[src/rtl/stream_accumulator_pkg.sv]
// Shared types and defaults for the stream accumulator: FSM state encoding and
// the default operand, accumulator and beat-counter widths.
package stream_accumulator_pkg;

    localparam int unsigned DEF_WIDTH     = 8;
    localparam int unsigned DEF_ACC_WIDTH = 16;
    localparam int unsigned DEF_CNT_WIDTH = 8;

    typedef enum logic [1:0] {
        StIdle  = 2'd0,
        StAccum = 2'd1,
        StDone  = 2'd2
    } state_e;

endpackage

[src/rtl/stream_accumulator_if.sv]
// Operand-in / result-out handshake bundle for the stream accumulator.
// The accumulator takes the slave side; the producer/consumer takes master.
interface stream_accumulator_if
    import stream_accumulator_pkg::*;
#(
    parameter int unsigned WIDTH     = DEF_WIDTH,
    parameter int unsigned ACC_WIDTH = DEF_ACC_WIDTH,
    parameter int unsigned CNT_WIDTH = DEF_CNT_WIDTH
) ();

    logic                 in_valid;
    logic                 in_ready;
    logic [WIDTH-1:0]     in_data;
    logic                 in_last;
    logic                 out_valid;
    logic                 out_ready;
    logic [ACC_WIDTH-1:0] out_sum;
    logic [CNT_WIDTH-1:0] out_count;
    logic                 out_ovf;

    modport master (
        output in_valid, in_data, in_last, out_ready,
        input  in_ready, out_valid, out_sum, out_count, out_ovf
    );

    modport slave (
        input  in_valid, in_data, in_last, out_ready,
        output in_ready, out_valid, out_sum, out_count, out_ovf
    );

endinterface

[src/rtl/stream_accumulator_cla4_slice.sv]
// 4-bit carry-lookahead adder slice; slices are chained through cin/cout to
// form the accumulate adder.
module stream_accumulator_cla4_slice (
    input  logic [3:0] a,
    input  logic [3:0] b,
    input  logic       cin,
    output logic [3:0] s,
    output logic       cout
);

    logic [3:0] g;
    logic [3:0] p;
    logic [3:0] c;

    assign g = a & b;
    assign p = a ^ b;

    assign c[0] = cin;
    assign c[1] = g[0] | (p[0] & cin);
    assign c[2] = g[1] | (p[1] & g[0]) | (p[1] & p[0] & cin);
    assign c[3] = g[2] | (p[2] & g[1]) | (p[2] & p[1] & g[0]) | (p[2] & p[1] & p[0] & cin);
    assign cout = g[3] | (p[3] & g[2]) | (p[3] & p[2] & g[1]) | (p[3] & p[2] & p[1] & g[0])
                | (p[3] & p[2] & p[1] & p[0] & cin);

    assign s = p ^ c;

endmodule

[src/rtl/stream_accumulator.sv]
// Accumulates a valid/ready stream of unsigned operands and, once the beat
// flagged last is taken, presents total, saturating beat count and sticky carry.
module stream_accumulator
    import stream_accumulator_pkg::*;
#(
    parameter int unsigned WIDTH     = DEF_WIDTH,
    parameter int unsigned ACC_WIDTH = DEF_ACC_WIDTH,
    parameter int unsigned CNT_WIDTH = DEF_CNT_WIDTH
) (
    input  logic                 clk,
    input  logic                 rst,
    input  logic                 clear,
    stream_accumulator_if.slave  bus
);

    localparam int unsigned NumSlices = ACC_WIDTH / 4;
    localparam logic [CNT_WIDTH-1:0] CntMax = '1;

    state_e               state_q, state_d;
    logic [ACC_WIDTH-1:0] acc_q, acc_d;
    logic [CNT_WIDTH-1:0] count_q, count_d;
    logic                 ovf_q, ovf_d;
    logic                 rst_done_q;

    logic                 in_rdy;
    logic                 out_vld;
    logic [ACC_WIDTH-1:0] operand;
    logic [ACC_WIDTH-1:0] sum;
    logic [NumSlices:0]   carry;

    assign operand  = ACC_WIDTH'(bus.in_data);
    assign carry[0] = 1'b0;

    for (genvar i = 0; i < NumSlices; i++) begin : gen_slice
        stream_accumulator_cla4_slice u_slice (
            .a    (acc_q[4*i +: 4]),
            .b    (operand[4*i +: 4]),
            .cin  (carry[i]),
            .s    (sum[4*i +: 4]),
            .cout (carry[i+1])
        );
    end

    // Holds in_ready low until the first edge after reset is released.
    always_ff @(posedge clk or posedge rst) begin
        if (rst) begin
            rst_done_q <= 1'b0;
        end else begin
            rst_done_q <= 1'b1;
        end
    end

    always_ff @(posedge clk or posedge rst) begin
        if (rst) begin
            state_q <= StIdle;
            acc_q   <= '0;
            count_q <= '0;
            ovf_q   <= 1'b0;
        end else begin
            state_q <= state_d;
            acc_q   <= acc_d;
            count_q <= count_d;
            ovf_q   <= ovf_d;
        end
    end

    always_comb begin
        state_d = state_q;
        acc_d   = acc_q;
        count_d = count_q;
        ovf_d   = ovf_q;
        in_rdy  = 1'b0;
        out_vld = 1'b0;

        // clear masks both handshakes so nothing is taken or delivered that cycle.
        if (clear) begin
            state_d = StIdle;
            acc_d   = '0;
            count_d = '0;
            ovf_d   = 1'b0;
        end else begin
            unique case (state_q)
                StIdle: begin
                    in_rdy = rst_done_q;
                    if (bus.in_valid && in_rdy) begin
                        acc_d   = operand;
                        count_d = CNT_WIDTH'(1);
                        ovf_d   = 1'b0;
                        state_d = bus.in_last ? StDone : StAccum;
                    end
                end
                StAccum: begin
                    in_rdy = 1'b1;
                    if (bus.in_valid) begin
                        acc_d   = sum;
                        ovf_d   = ovf_q | carry[NumSlices];
                        count_d = (count_q == CntMax) ? count_q : count_q + CNT_WIDTH'(1);
                        state_d = bus.in_last ? StDone : StAccum;
                    end
                end
                StDone: begin
                    out_vld = 1'b1;
                    if (bus.out_ready) begin
                        state_d = StIdle;
                        acc_d   = '0;
                        count_d = '0;
                        ovf_d   = 1'b0;
                    end
                end
                default: state_d = StIdle;
            endcase
        end
    end

    assign bus.in_ready  = in_rdy;
    assign bus.out_valid = out_vld;
    assign bus.out_sum   = out_vld ? acc_q : '0;
    assign bus.out_count = out_vld ? count_q : '0;
    assign bus.out_ovf   = out_vld & ovf_q;

endmodule

[src/flat_wrapper.sv]
// flat-port wrapper written by rule: the top's interface ports become plain ports
module stream_accumulator_flat import stream_accumulator_pkg::*;
#(
    parameter int unsigned WIDTH     = DEF_WIDTH,
    parameter int unsigned ACC_WIDTH = DEF_ACC_WIDTH,
    parameter int unsigned CNT_WIDTH = DEF_CNT_WIDTH
)
  (clk, rst, clear, bus_in_valid, bus_in_data, bus_in_last, bus_out_ready, bus_in_ready, bus_out_valid, bus_out_sum, bus_out_count, bus_out_ovf);
  stream_accumulator_if #(.WIDTH(WIDTH), .ACC_WIDTH(ACC_WIDTH), .CNT_WIDTH(CNT_WIDTH)) bus_i ();
  input  logic clk;
  input  logic rst;
  input  logic clear;
  input wire logic [$bits(bus_i.in_valid)-1:0] bus_in_valid;
  input wire logic [$bits(bus_i.in_data)-1:0] bus_in_data;
  input wire logic [$bits(bus_i.in_last)-1:0] bus_in_last;
  input wire logic [$bits(bus_i.out_ready)-1:0] bus_out_ready;
  output wire logic [$bits(bus_i.in_ready)-1:0] bus_in_ready;
  output wire logic [$bits(bus_i.out_valid)-1:0] bus_out_valid;
  output wire logic [$bits(bus_i.out_sum)-1:0] bus_out_sum;
  output wire logic [$bits(bus_i.out_count)-1:0] bus_out_count;
  output wire logic [$bits(bus_i.out_ovf)-1:0] bus_out_ovf;
  assign bus_i.in_valid = bus_in_valid;
  assign bus_i.in_data = bus_in_data;
  assign bus_i.in_last = bus_in_last;
  assign bus_i.out_ready = bus_out_ready;
  assign bus_in_ready = bus_i.in_ready;
  assign bus_out_valid = bus_i.out_valid;
  assign bus_out_sum = bus_i.out_sum;
  assign bus_out_count = bus_i.out_count;
  assign bus_out_ovf = bus_i.out_ovf;
  stream_accumulator #(.WIDTH(WIDTH), .ACC_WIDTH(ACC_WIDTH), .CNT_WIDTH(CNT_WIDTH)) u_core (.clk(clk), .rst(rst), .clear(clear), .bus(bus_i));
endmodule
[config.mk]
export PLATFORM = sky130hd
export DESIGN_NAME = stream_accumulator_flat
export DESIGN_NICKNAME = d
export VERILOG_FILES = /design/src/rtl/stream_accumulator_pkg.sv /design/src/rtl/stream_accumulator_if.sv /design/src/rtl/stream_accumulator_cla4_slice.sv /design/src/rtl/stream_accumulator.sv /design/src/flat_wrapper.sv
export SDC_FILE = /design/constraint.sdc
export NUM_CORES = 1
export LEC_CHECK = 0
export BUFFER_PORTS_ARGS = -buffer_cell sky130_fd_sc_hd__buf_2
export CAP_MARGIN = 10
export CORE_MARGIN = 2
export CORE_UTILIZATION = 59
export CTS_BUF_LIST = sky130_fd_sc_hd__clkbuf_4 sky130_fd_sc_hd__clkbuf_8 sky130_fd_sc_hd__clkbuf_16
export DETAILED_ROUTE_END_ITERATION = 12
export PLACE_DENSITY = 0.82
export SYNTH_ARGS = -nofsm -noshare
export SYNTH_HDL_FRONTEND = slang
export SYNTH_SLANG_ARGS = --single-unit
[constraint.sdc]
create_clock -name clk -period 3.6 [get_ports clk]
set_input_delay 1.08 -clock clk [delete_from_list [all_inputs] [get_ports clk]]
set_output_delay 1.08 -clock clk [all_outputs]
set_load 0.05 [all_outputs]
Word level (Yosys, flattened, before mapping)
Index checks and enable logic that the tools add are counted.
Widths: inputs -> output; s select.
Storage, ports and cells
  register bits: 28
  output and inout port bits: 27
  word-level logic and storage cells: 118
Operators by class
  reductions and logical operators: 6
  equality and inequality tests: 7
  mux-type cells: 28
  bitwise logic cells: 71
  add/sub/neg operators: 1
Operator list (count)
  $mux 16: 5
  $mux 8: 6
  $pmux 16 s3: 1
  $and 1x1->1: 46
  $pmux 8 s3: 1
  $xor 4x4->4: 6
  $or 1x1->1: 17
  $mux 2: 5
  $ne 3x3->1 const B: 3
  $add 8x1->8 const B: 1
  $and 4x4->4: 2
  $eq 8x8->1 const B: 1
  $mux 1: 7
  $pmux 2 s3: 1
  $reduce_and 5->1: 1
  $reduce_and 4->1: 1
  $reduce_bool 4->1: 1
  $ne 3x2->1 const B: 1
  $pmux 1 s3: 1
  $reduce_and 3->1: 1
  $eq 2x1->1 const B: 1
  $eq 2x2->1 const B: 1
  $logic_not 2->1: 1
  $pmux 1 s2: 1
  $logic_and 1x1->1: 1

Logic depth before layout (Yosys ltp)
Gate-level depths: netlist of the first run.
  depth after elaboration: 13
  gate-level depth with buffers: 9
  mapped depth without buffers: 9

By module
A second synthesis of the first run with hierarchy kept.
Second synthesis, totals
  cells, all modules: 246
  area total of the unflattened synthesis: 2135.8 µm²
By module, submodules not included
  stream_accumulator: area each 1575.3 µm², instances 1, cells each 186, sequential area each 700.7 µm²
  stream_accumulator_cla4_slice at u_core.gen_slice[0].u_slice ...: area each 147.6 µm², instances 2, cells each 17, sequential area each 0.0 µm²
  stream_accumulator_cla4_slice at u_core.gen_slice[2].u_slice ...: area each 132.6 µm², instances 2, cells each 13, sequential area each 0.0 µm²

Worst setup path after synthesis of the first run
Ideal clock, no wire load.
  kind: input port to output port
  start: in clear
  end: out bus_out_sum[10]
  arrival time: 2614 ps
  path buffers: 2
  path slack: -94 ps
  required time: 2520 ps
  cell stages on the path: 4
  cells stage by stage: buf_2 -> nor2b_1 -> clkbuf_1 -> and2_1
Between the ends
  word-level cells in the longest chain between the ends: 2
RTL lines
  from (decl): RTL line flat_wrapper.sv:12  | input logic clear;
  $mux 1: RTL line stream_accumulator.sv:76  | if (clear) begin
  via bus_out_valid: RTL line flat_wrapper.sv:18  | output wire logic [$bits(bus_i.out_valid)-1:0] bus_out_valid;
  $mux 16: RTL line stream_accumulator.sv:117  | assign bus.out_sum = out_vld ? acc_q : '0;
  to (decl): RTL line flat_wrapper.sv:19  | output wire logic [$bits(bus_i.out_sum)-1:0] bus_out_sum;
The timed path passes the listed nets, and every way through them passes these cells.

Final worst setup path of the first run
  start: in clear
  end: out bus_out_sum[9]
Between the ends
  word-level cells in the longest chain between the ends: 2
RTL lines (RTL line)
  $mux 1: stream_accumulator.sv:76
  $mux 16: stream_accumulator.sv:117
Every way passes these cells.

==> results of run 1 <==
## registers in the layout (all words and copies together), names as in the netlist
signal / cells
u_core.ovf_q: 1
u_core.acc_q: 16
u_core.rst_done_q: 1
u_core.state_q: 2
u_core.count_q: 8
## logic make-up (layout without fill, tap and decap cells)
group	after synthesis	in the layout	synth area share, %
AND/OR/NAND/NOR	104	104	28.0
adder cells (fa/ha/maj)	15	15	10.2
XOR/XNOR	4	4	1.77
multiplexers	3	3	1.52
AO/OA/AOI/OAI	58	58	19.8
other	1	1	0.189
flip-flops	28	28	35.4
buffers and inverters	16	56	3.16
## worst max-delay path by stage
stage | startpoint | end | cells past startpoint
floorplan | clear | bus_out_sum[10] | 4
global placement | bus_in_data[2] | u_core.acc_q[9] | 10
detailed placement | bus_in_data[2] | u_core.acc_q[9] | 10
CTS | clear | bus_out_sum[9] | 5
global route | clear | bus_out_sum[9] | 5
finish | clear | bus_out_sum[9] | 5
## worst reg2reg max path: cells and delay by family, from the launching register on
kind	cells	cell delay [ns]
AO/OA/AOI/OAI	4	1.02
XOR/XNOR	1	0.15
adder cells (fa/ha/maj)	2	0.56
buffers and inverters	1	0.14
flip-flops	1	0.44
AND/OR/NAND/NOR	1	0.08
## layout make-up
class | instances | area share [%]
clock buffers | 4 | 1.60
inverters | 9 | 1.49
multi-input cells | 185 | 53.7
flip-flops and latches | 28 | 30.9
well taps | 46 | 2.54
repair buffers | 43 | 9.82
## metal layers
metal	vias up	track usage [%]	wire length (µm)
li1	902	-	-
met3	11	4.14	181
met1	841	33.6	2020
met4	0	10.0	78
met2	49	39.7	2070
met5	-	0	0
## stage by stage
step                hold slack (ns)  power, mW
detailed placement            0.500      0.670
global route                  0.570      0.887
finish                        0.537      0.831
floorplan                     0.466      0.599
CTS                           0.534      0.832
global placement              0.496      0.659
## synthesized netlist by cell type, drive strengths merged (2+ instances only)
master  number
a21boi       3
a21o         4
a21oi       15
a221oi       4
a41oi        3
and2        27
and3         3
buf          2
clkbuf       5
dfrtp       28
fa           2
ha          13
inv          9
mux2i        3
nand2       20
nand2b       5
nand3       11
nand4        3
nor2        16
nor2b        2
nor3         3
o21ai       13
o31ai        5
o41ai        2
or3          4
or4          5
xor2         3
## report_power, final
group / total (mW) / switching, mW / internal, mW
Clock: 0.164 / 0.102 / 0.0620
Sequential: 0.370 / 0.0270 / 0.343
Combinational: 0.298 / 0.187 / 0.110
Total: 0.831 / 0.316 / 0.515
==> flow_summary_export.csv, run 1 <==
group,metric,value,unit
drt,wirelength,4.35,mm
setup_path,max_stage_delay,0.26,ns
drt,drt_iter0_drc,113,
finish,syn2layout_area_growth,14.5,%
drt,drc_errors,0,
hold_path,hp-start,"u_core.acc_q[6]",
clock_tree,path_clk_slew,0.17,ns
floorplan,io_pins,41,
timing,finalSetupViolCount,0,
setup_path,crit_required,2.52,ns
floorplan,die_w,61.9,µm
timing,clock.fmax,314,MHz
finish,final_cell_mix,"buf_2 (40), dfrtp_1 (28), and2_1 (27)",
setup_path,ff2ff_setup_slack,1.09,ns
timing,worst_pin_slew,0.802,ns
timing,tns,0,ns
drt,postRouteAntennaNets,0,
place,gp_congestion,0.841,
power,power.leakage,1.12,nW
logic_synthesis,synthArstFlopShare,100,%
finish,post-route-util,69.1,%
setup_path,worstSetupStartpointType,"input pin",
timing,setup_ws,0.411,ns
clock_tree,clock_latency,0.34,ns
setup_path,worst_ep_arrival_time,2.11,ns
drt,num_vias,1803,
clock_tree,cts_resized,0,
place,portBuffers,40,
logic_synthesis,netlist_instances,229,
hold_path,worstHoldPathCells,2,
place,pre_cts_slack,0.285,ns
clock_tree,clock_path_buffers,2,
floorplan,initial_utilization,60.3,%
timing,rsz0062_at_grt,"no",
logic_synthesis,yosysUniqueCellTypes,47,
setup_path,cp_top_family,"buffers and inverters",
setup_path,critPathMaxFanout,20,
drt,wl_per_cell,13.8,µm
clock_tree,hold_buffers,0,
finish,num-fill-cells,290,
timing,fin_skew,0.0104,ns
clock_tree,cts_made_buffers,3,
clock_tree,cts_sinks,28,
setup_path,path_cells,"buf_2, nor2b_1, buf_4, and2_1, buf_2",
clock_tree,htree_levels,1,
finish,layout-drive-gt1-share,19.3,%
global_routing,grt_usage,24.9,%
logic_synthesis,synth_warnings,0,
floorplan,rows,21,
place,dpl.cell_count,311,
logic_synthesis,synth_top_area_share,35.4,%
drt,viasPerCell,5.72,
finish,final_area,2270,µm²
setup_path,r2r-start,"u_core.acc_q[5]",
logic_synthesis,netlist_area,1980,µm²
finish,num_antenna_cells,0,
logic_synthesis,synth_seq_area_share,35.4,%
hold_path,hold_path_end,"u_core.acc_q[6]",
setup_path,cp_common_cell,"buf_2",
setup_path,cp-end-kind,"primary output",
global_routing,grt_pass1_vias,1643,
finish,seq_area,701,µm²
place,place_area,2230,µm²
hold_path,worstHoldPathType,"reg2reg",
clock_tree,root_buffer,"clkbuf_4",
setup_path,cp_slowest_cell,"buf_2",
power,powerDensity,366,nW/µm²
setup_path,timing.rr.end,"u_core.acc_q[9]",
global_routing,grt_max_degree,29,
outcome,outcome,"complete, no violations",
finish,finalNetCount,299,
logic_synthesis,ys_ff_latch,28,
logic_synthesis,yosysTopAreaCell,"dfrtp_1",
timing,drv_slew,0,
finish,multiInputGateArea,1220,µm²
run,drv_cap,0,
timing,hold_viol_final,0,
finish,final_common_cell,"buf_2",
floorplan,die_h,61.9,µm
timing,fin_crit_sh,88.6,%
drt,firstDrtPassIters,4,
clock_tree,post_cts_buffers,0,
logic_synthesis,synth_nets,258,
setup_path,critPathKind,"in2out",
power,vdd_drop_max,0.000199,V
finish,layout.cells.non_filler,315,
place,hpwlAfterDp,3.21,mm
clock_tree,cts_tree,"yes",
logic_synthesis,synth_edf_count,0,
global_routing,grt_pass1_wl,7.22,mm
timing,timing.slew.headroom,46.3,%
floorplan,die-area,3840,µm²
global_routing,antenna_found_initial,0,
global_routing,grt_overflow,0,
floorplan,core_region_area,3280,µm²
logic_synthesis,avgSynthCellArea,8.65,µm²
timing,period_minus_slack,3.19,ns
logic_synthesis,synth_top_cells_by_area,"dfrtp_1 (35%), and2_1 (8.5%), ha_1 (8.2%), a21oi_1 (3.8%), nand2_1 (3.8%)",
setup_path,reg2reg_depth,9,
logic_synthesis,synthFlopType,"dfrtp_1",
setup_path,crit_buf_inv,3,
(Power assumes the default switching activity.)
==> run 2, diff against run 1 <==
--- a/config.mk
+++ b/config.mk
@@ -12,4 +12,5 @@
 export CTS_BUF_LIST = sky130_fd_sc_hd__clkbuf_4 sky130_fd_sc_hd__clkbuf_8 sky130_fd_sc_hd__clkbuf_16
 export DETAILED_ROUTE_END_ITERATION = 12
+export MAX_ROUTING_LAYER = met4
 export PLACE_DENSITY = 0.82
 export SYNTH_ARGS = -nofsm -noshare
==> constraint.sdc (replaced) <==
create_clock -name clk -period 3.6 [get_ports clk]
set_input_delay 0.36 -clock clk [delete_from_list [all_inputs] [get_ports clk]]
set_output_delay 0.36 -clock clk [all_outputs]
set_load 0.05 [all_outputs]
==> run 2 against run 1 <==
  * Hold slack worse by 0.32 ns
  * Wire length up 0.99%
  * Register-to-register slack worse by 0.08 ns
  * Sequential share of layout area down 0.30 points
  * Flip-flop and latch count unchanged
  * Largest cell class unchanged
  * Non-clock buffer count unchanged
==> flow_summary_export.csv, run 2 (same netlist as run 1, synthesis figures left out) <==
group,metric,value,unit
timing,drv_slew,0,
power,intPower,516,µW
global_routing,grt_usage,25.5,%
run,drv_cap,0,
global_routing,grt_overflow,0,
floorplan,rows,21,
outcome,outcome,"complete, no violations",
drt,wl_per_cell,13.9,µm
setup_path,critPathKind,"reg2out",
finish,num-fill-cells,281,
finish,finalNetCount,299,
timing,hold_viol_final,0,
power,power.leakage,1.13,nW
power,vdd_drop_max,0.000227,V
floorplan,initial_utilization,60.3,%
finish,reg_top3,"u_core.acc_q (16), u_core.count_q (8), u_core.state_q (2)",
clock_tree,cts_made_buffers,3,
clock_tree,hold_buffers,0,
drt,viasPerCell,5.70,
floorplan,die-area,3840,µm²
clock_tree,cts_resized,0,
clock_tree,post_cts_buffers,0,
setup_path,cp_slowest_cell,"nor2b_1",
finish,layout-drive-gt1-share,19.0,%
global_routing,grt_max_degree,29,
power,swShare,38.1,%
power,netSwitchingPower,318,µW
setup_path,path_cells,"inv_1, ha_1, nor2b_1, buf_4, and2_1, buf_2",
global_routing,antenna_found_initial,0,
floorplan,die_w,61.9,µm
global_routing,grt_pass1_wl,7.16,mm
clock_tree,path_clk_slew,0.16,ns
setup_path,worstSetupStartpointType,"flip-flop",
timing,hold_ws,0.216,ns
clock_tree,cts_sinks,28,
finish,num_antenna_cells,0,
setup_path,max_stage_delay,0.69,ns
place,portBuffers,40,
clock_tree,clock_path_buffers,2,
global_routing,grt_pass1_vias,1595,
power,powerDensity,364,nW/µm²
finish,regMostFlops,"u_core.acc_q",
floorplan,core_region_area,3280,µm²
timing,period_minus_slack,2.83,ns
finish,post-route-util,69.8,%
floorplan,io_pins,41,
drt,wirelength,4.39,mm
drt,drt_iter0_drc,123,
power,power_frac_seq,44.3,%
setup_path,cp-end-kind,"primary output",
place,hpwlAfterDp,3.20,mm
timing,tns,0,ns
power,power.share.clock,19.9,%
timing,finalSetupViolCount,0,
timing,clock.fmax,353,MHz
clock_tree,cts_tree,"yes",
hold_path,worstHoldPathType,"in2reg",
clock_tree,clock_latency,0.35,ns
drt,firstDrtPassIters,4,
setup_path,crit_required,3.24,ns
clock_tree,root_buffer,"clkbuf_4",
timing,fin_crit_sh,78.7,%
setup_path,critPathMaxFanout,15,
finish,largest_reg_flops,16,
drt,drc_errors,0,
finish,final_cell_mix,"buf_2 (40), dfrtp_1 (28), and2_1 (27)",
clock_tree,htree_levels,1,
finish,layout.cells.non_filler,315,
timing,fin_skew,0.00521,ns
finish,final_common_cell,"buf_2",
drt,num_vias,1797,
setup_path,worst_ep_arrival_time,2.47,ns
drt,postRouteAntennaNets,0,
power,combinationalPowerShare,35.8,%
timing,rsz0062_at_grt,"no",
place,dpl.cell_count,309,
place,gp_congestion,0.865,
timing,timing.slew.headroom,44.5,%
finish,syn2layout_area_growth,15.7,%
timing,worst_pin_slew,0.831,ns
floorplan,die_h,61.9,µm
-- run 2: changes by cell type in the layout (fill, tap and decap cells not counted) --
cell,previous run,this run
dlygate4sd3_1,0,1
buf_16,0,1
buf_4,3,1
-- run 2: layout make-up --
type / instances / area, µm² / area share [%]
repair buffers: 43 / 245 / 10.7
well taps: 46 / 57.6 / 2.51
flip-flops and latches: 28 / 701 / 30.6
inverters: 9 / 33.8 / 1.47
multi-input cells: 185 / 1220 / 53.1
clock buffers: 4 / 36.3 / 1.58
-- run 2: through the flow --
stage | total power, mW | area, µm² | setup WS, ns
global route | 0.892 | 2290 | 0.594
floorplan | 0.599 | 1980 | 1.19
detailed placement | 0.668 | 2220 | 0.977
CTS | 0.826 | 2250 | 0.806
global placement | 0.660 | 2220 | 1.07
finish | 0.834 | 2290 | 0.767
-- run 2: per-layer routing --
layer	wire length [µm]	GRT usage [%]	vias up
li1	-	-	905
met1	2090	34.5	846
met2	2110	40.2	39
met3	123	2.69	7
met4	71	7.90	0
met5	0	-	-
-- run 2: final timing paths --
kind	start	end	depth (start not counted)	slack [ns]
setup / recovery	u_core.state_q[0]	bus_out_sum[1]	6	0.77
hold / removal	bus_in_last	u_core.state_q[0]	2	0.22
setup reg to reg	u_core.acc_q[3]	u_core.acc_q[9]	9	1.01
hold reg to reg	u_core.acc_q[6]	u_core.acc_q[6]	2	0.53
max in group asynchronous	rst	u_core.acc_q[4]	4	2.73
min in group asynchronous	rst	u_core.acc_q[15]	3	0.46
-- run 2: critical path: cells and delay by family (launching register included) --
| family | cells | cell delay [ns] |
|---|---|---|
| DFF | 1 | 0.43 |
| adders and majority gates | 1 | 0.22 |
| and+or+nand+nor | 2 | 0.83 |
| buffers and inverters | 3 | 0.65 |
-- run 2: power by group through the flow --
| stage | clock network, mW | logic [mW] | registers (mW) |
|---|---|---|---|
| floorplan | 0 | 0.231 | 0.368 |
| global placement | 0 | 0.285 | 0.375 |
| detailed placement | 0 | 0.292 | 0.375 |
| CTS | 0.163 | 0.294 | 0.369 |
| global route | 0.181 | 0.337 | 0.375 |
| finish | 0.166 | 0.298 | 0.370 |
==> run 3, diff against run 2 <==
- CORE_UTILIZATION: 59 -> 49
- PLACE_DENSITY: 0.82 -> 0.72
- clock period: 3.6 -> 2.6 ns (I/O delays scaled with it)
==> run 3 against run 2 <==
  * Register-to-register slack lost 0.83 ns
  * Total power increased by 41%
  * Highest routed layer unchanged
  * Critical path type is now reg2reg
  * Cell area shrank 0.22%
  * Via count decreased by 0.72%
==> flow_summary_export.csv, run 3 (same netlist as run 1, synthesis figures left out) <==
group,metric,value,unit
power,power_frac_seq,43.4,%
finish,regMostFlops,"u_core.acc_q",
global_routing,antenna_found_initial,0,
place,gp_congestion,0.858,
clock_tree,root_buffer,"clkbuf_8",
place,dpl.cell_count,316,
setup_path,worstSetupStartpointType,"flip-flop",
finish,layout-drive-gt1-share,19.3,%
timing,hold_viol_final,0,
setup_path,r2r-start,"u_core.state_q[1]",
clock_tree,path_clk_slew,0.10,ns
floorplan,initial_utilization,50.2,%
floorplan,io_pins,41,
finish,finalNetCount,300,
clock_tree,clock_path_buffers,2,
floorplan,die_w,67.6,µm
power,combinationalPowerShare,35.6,%
power,netSwitchingPower,441,µW
drt,viasPerCell,5.59,
finish,syn2layout_area_growth,15.4,%
finish,final_common_cell,"buf_2",
timing,worst_pin_slew,0.807,ns
timing,drv_slew,0,
finish,largest_reg_flops,16,
clock_tree,hold_buffers,0,
hold_path,worstHoldPathType,"in2async",
setup_path,crit_required,2.80,ns
setup_path,cp-end-kind,"flip-flop",
clock_tree,clock_latency,0.28,ns
global_routing,grt_pass1_vias,1611,
floorplan,die_h,67.6,µm
drt,drt_iter0_drc,139,
timing,finalSetupViolCount,0,
power,vdd_drop_max,0.000296,V
timing,clock.fmax,414,MHz
drt,wl_per_cell,13.8,µm
finish,layout.cells.non_filler,319,
finish,final_area,2290,µm²
timing,tns,0,ns
power,power.leakage,1.12,nW
global_routing,grt_pass1_wl,7.34,mm
clock_tree,htree_levels,1,
timing,hold_ws,0.0387,ns
setup_path,critPathLaunch,"u_core.state_q[1]",
floorplan,die-area,4570,µm²
power,power.share.clock,20.9,%
global_routing,grt_max_degree,29,
place,hpwlAfterDp,3.24,mm
timing,fin_crit_sh,92.9,%
floorplan,rows,23,
global_routing,grt_overflow,0,
power,powerDensity,514,nW/µm²
clock_tree,cts_made_buffers,3,
place,place_area,2240,µm²
finish,final_cell_mix,"buf_2 (40), dfrtp_1 (28), and2_1 (27)",
drt,postRouteAntennaNets,0,
timing,period_minus_slack,2.42,ns
finish,num_antenna_cells,0,
drt,drc_errors,0,
clock_tree,post_cts_buffers,0,
run,drv_cap,0,
outcome,outcome,"complete, no violations",
timing,rsz0062_at_grt,"no",
timing,timing.slew.headroom,46.0,%
clock_tree,cts_sinks,28,
clock_tree,cts_tree,"yes",
global_routing,grt_usage,21.5,%
drt,num_vias,1784,
timing,fin_skew,0.00430,ns
finish,reg_top3,"u_core.acc_q (16), u_core.count_q (8), u_core.state_q (2)",
setup_path,critPathKind,"reg2reg",
setup_path,worst_ep_arrival_time,2.62,ns
drt,wirelength,4.40,mm
setup_path,critPathMaxFanout,15,
clock_tree,cts_resized,0,
power,swShare,37.5,%
place,portBuffers,40,
power,intPower,734,µW
floorplan,core_region_area,3940,µm²
drt,firstDrtPassIters,4,
[run 3: layout make-up]
type                            instances  area [µm²]
Tap cell                               50        62.6
Sequential cell                        28         701
Clock buffer                            3        41.3
Timing Repair Buffer                   44         230
Inverter                                9        33.8
Fill cell                             366        1660
Multi-Input combinational cell        185        1220
[run 3: power by group through the flow]
stage          logic (mW)  registers [mW]  clock network, mW
2_1_floorplan       0.320           0.510                  0
3_3_place_gp        0.404           0.518                  0
3_5_place_dp        0.418           0.519                  0
4_1_cts             0.419           0.510              0.247
5_1_grt             0.475           0.519              0.260
6_report            0.419           0.511              0.246
[run 3: final timing paths]
check / endpoint / slack [ns] / cells past startpoint
max: u_core.count_q[7] / 0.18 / 7
min: u_core.count_q[5] / 0.04 / 3
max reg2reg: u_core.count_q[7] / 0.18 / 7
min reg2reg: u_core.acc_q[2] / 0.51 / 2
max in group asynchronous: u_core.acc_q[11] / 2.30 / 3
min in group clk: u_core.state_q[0] / 0.19 / 2
[run 3: stage by stage]
step / power [mW] / utilization (%) / worst slack (ns)
3_3_place_gp: 0.922 / 56.9 / 0.312
2_1_floorplan: 0.829 / - / 0.287
4_1_cts: 1.18 / 58.0 / 0.196
5_1_grt: 1.25 / 58.0 / 0.00356
3_5_place_dp: 0.937 / 56.9 / 0.230
6_report: 1.18 / 58.0 / 0.185
[run 3: layer usage]
metal | GRT usage, % | vias up | part of all wire [%]
li1 | - | 908 | -
met1 | 29.8 | 829 | 48
met2 | 33.9 | 43 | 47
met3 | 1.67 | 4 | 4.2
met4 | 5.61 | 0 | 0.82
met5 | - | - | 0
[run 3: worst max-delay path, cell delays in order, from the launching register on]
cell and delay, ns:
dfrtp_1 0.40, inv_1 0.08, ha_1 0.33, or4_1 0.21
o21ai_2 0.08, or3_1 0.54, or4_1 0.54, a21oi_1 0.16
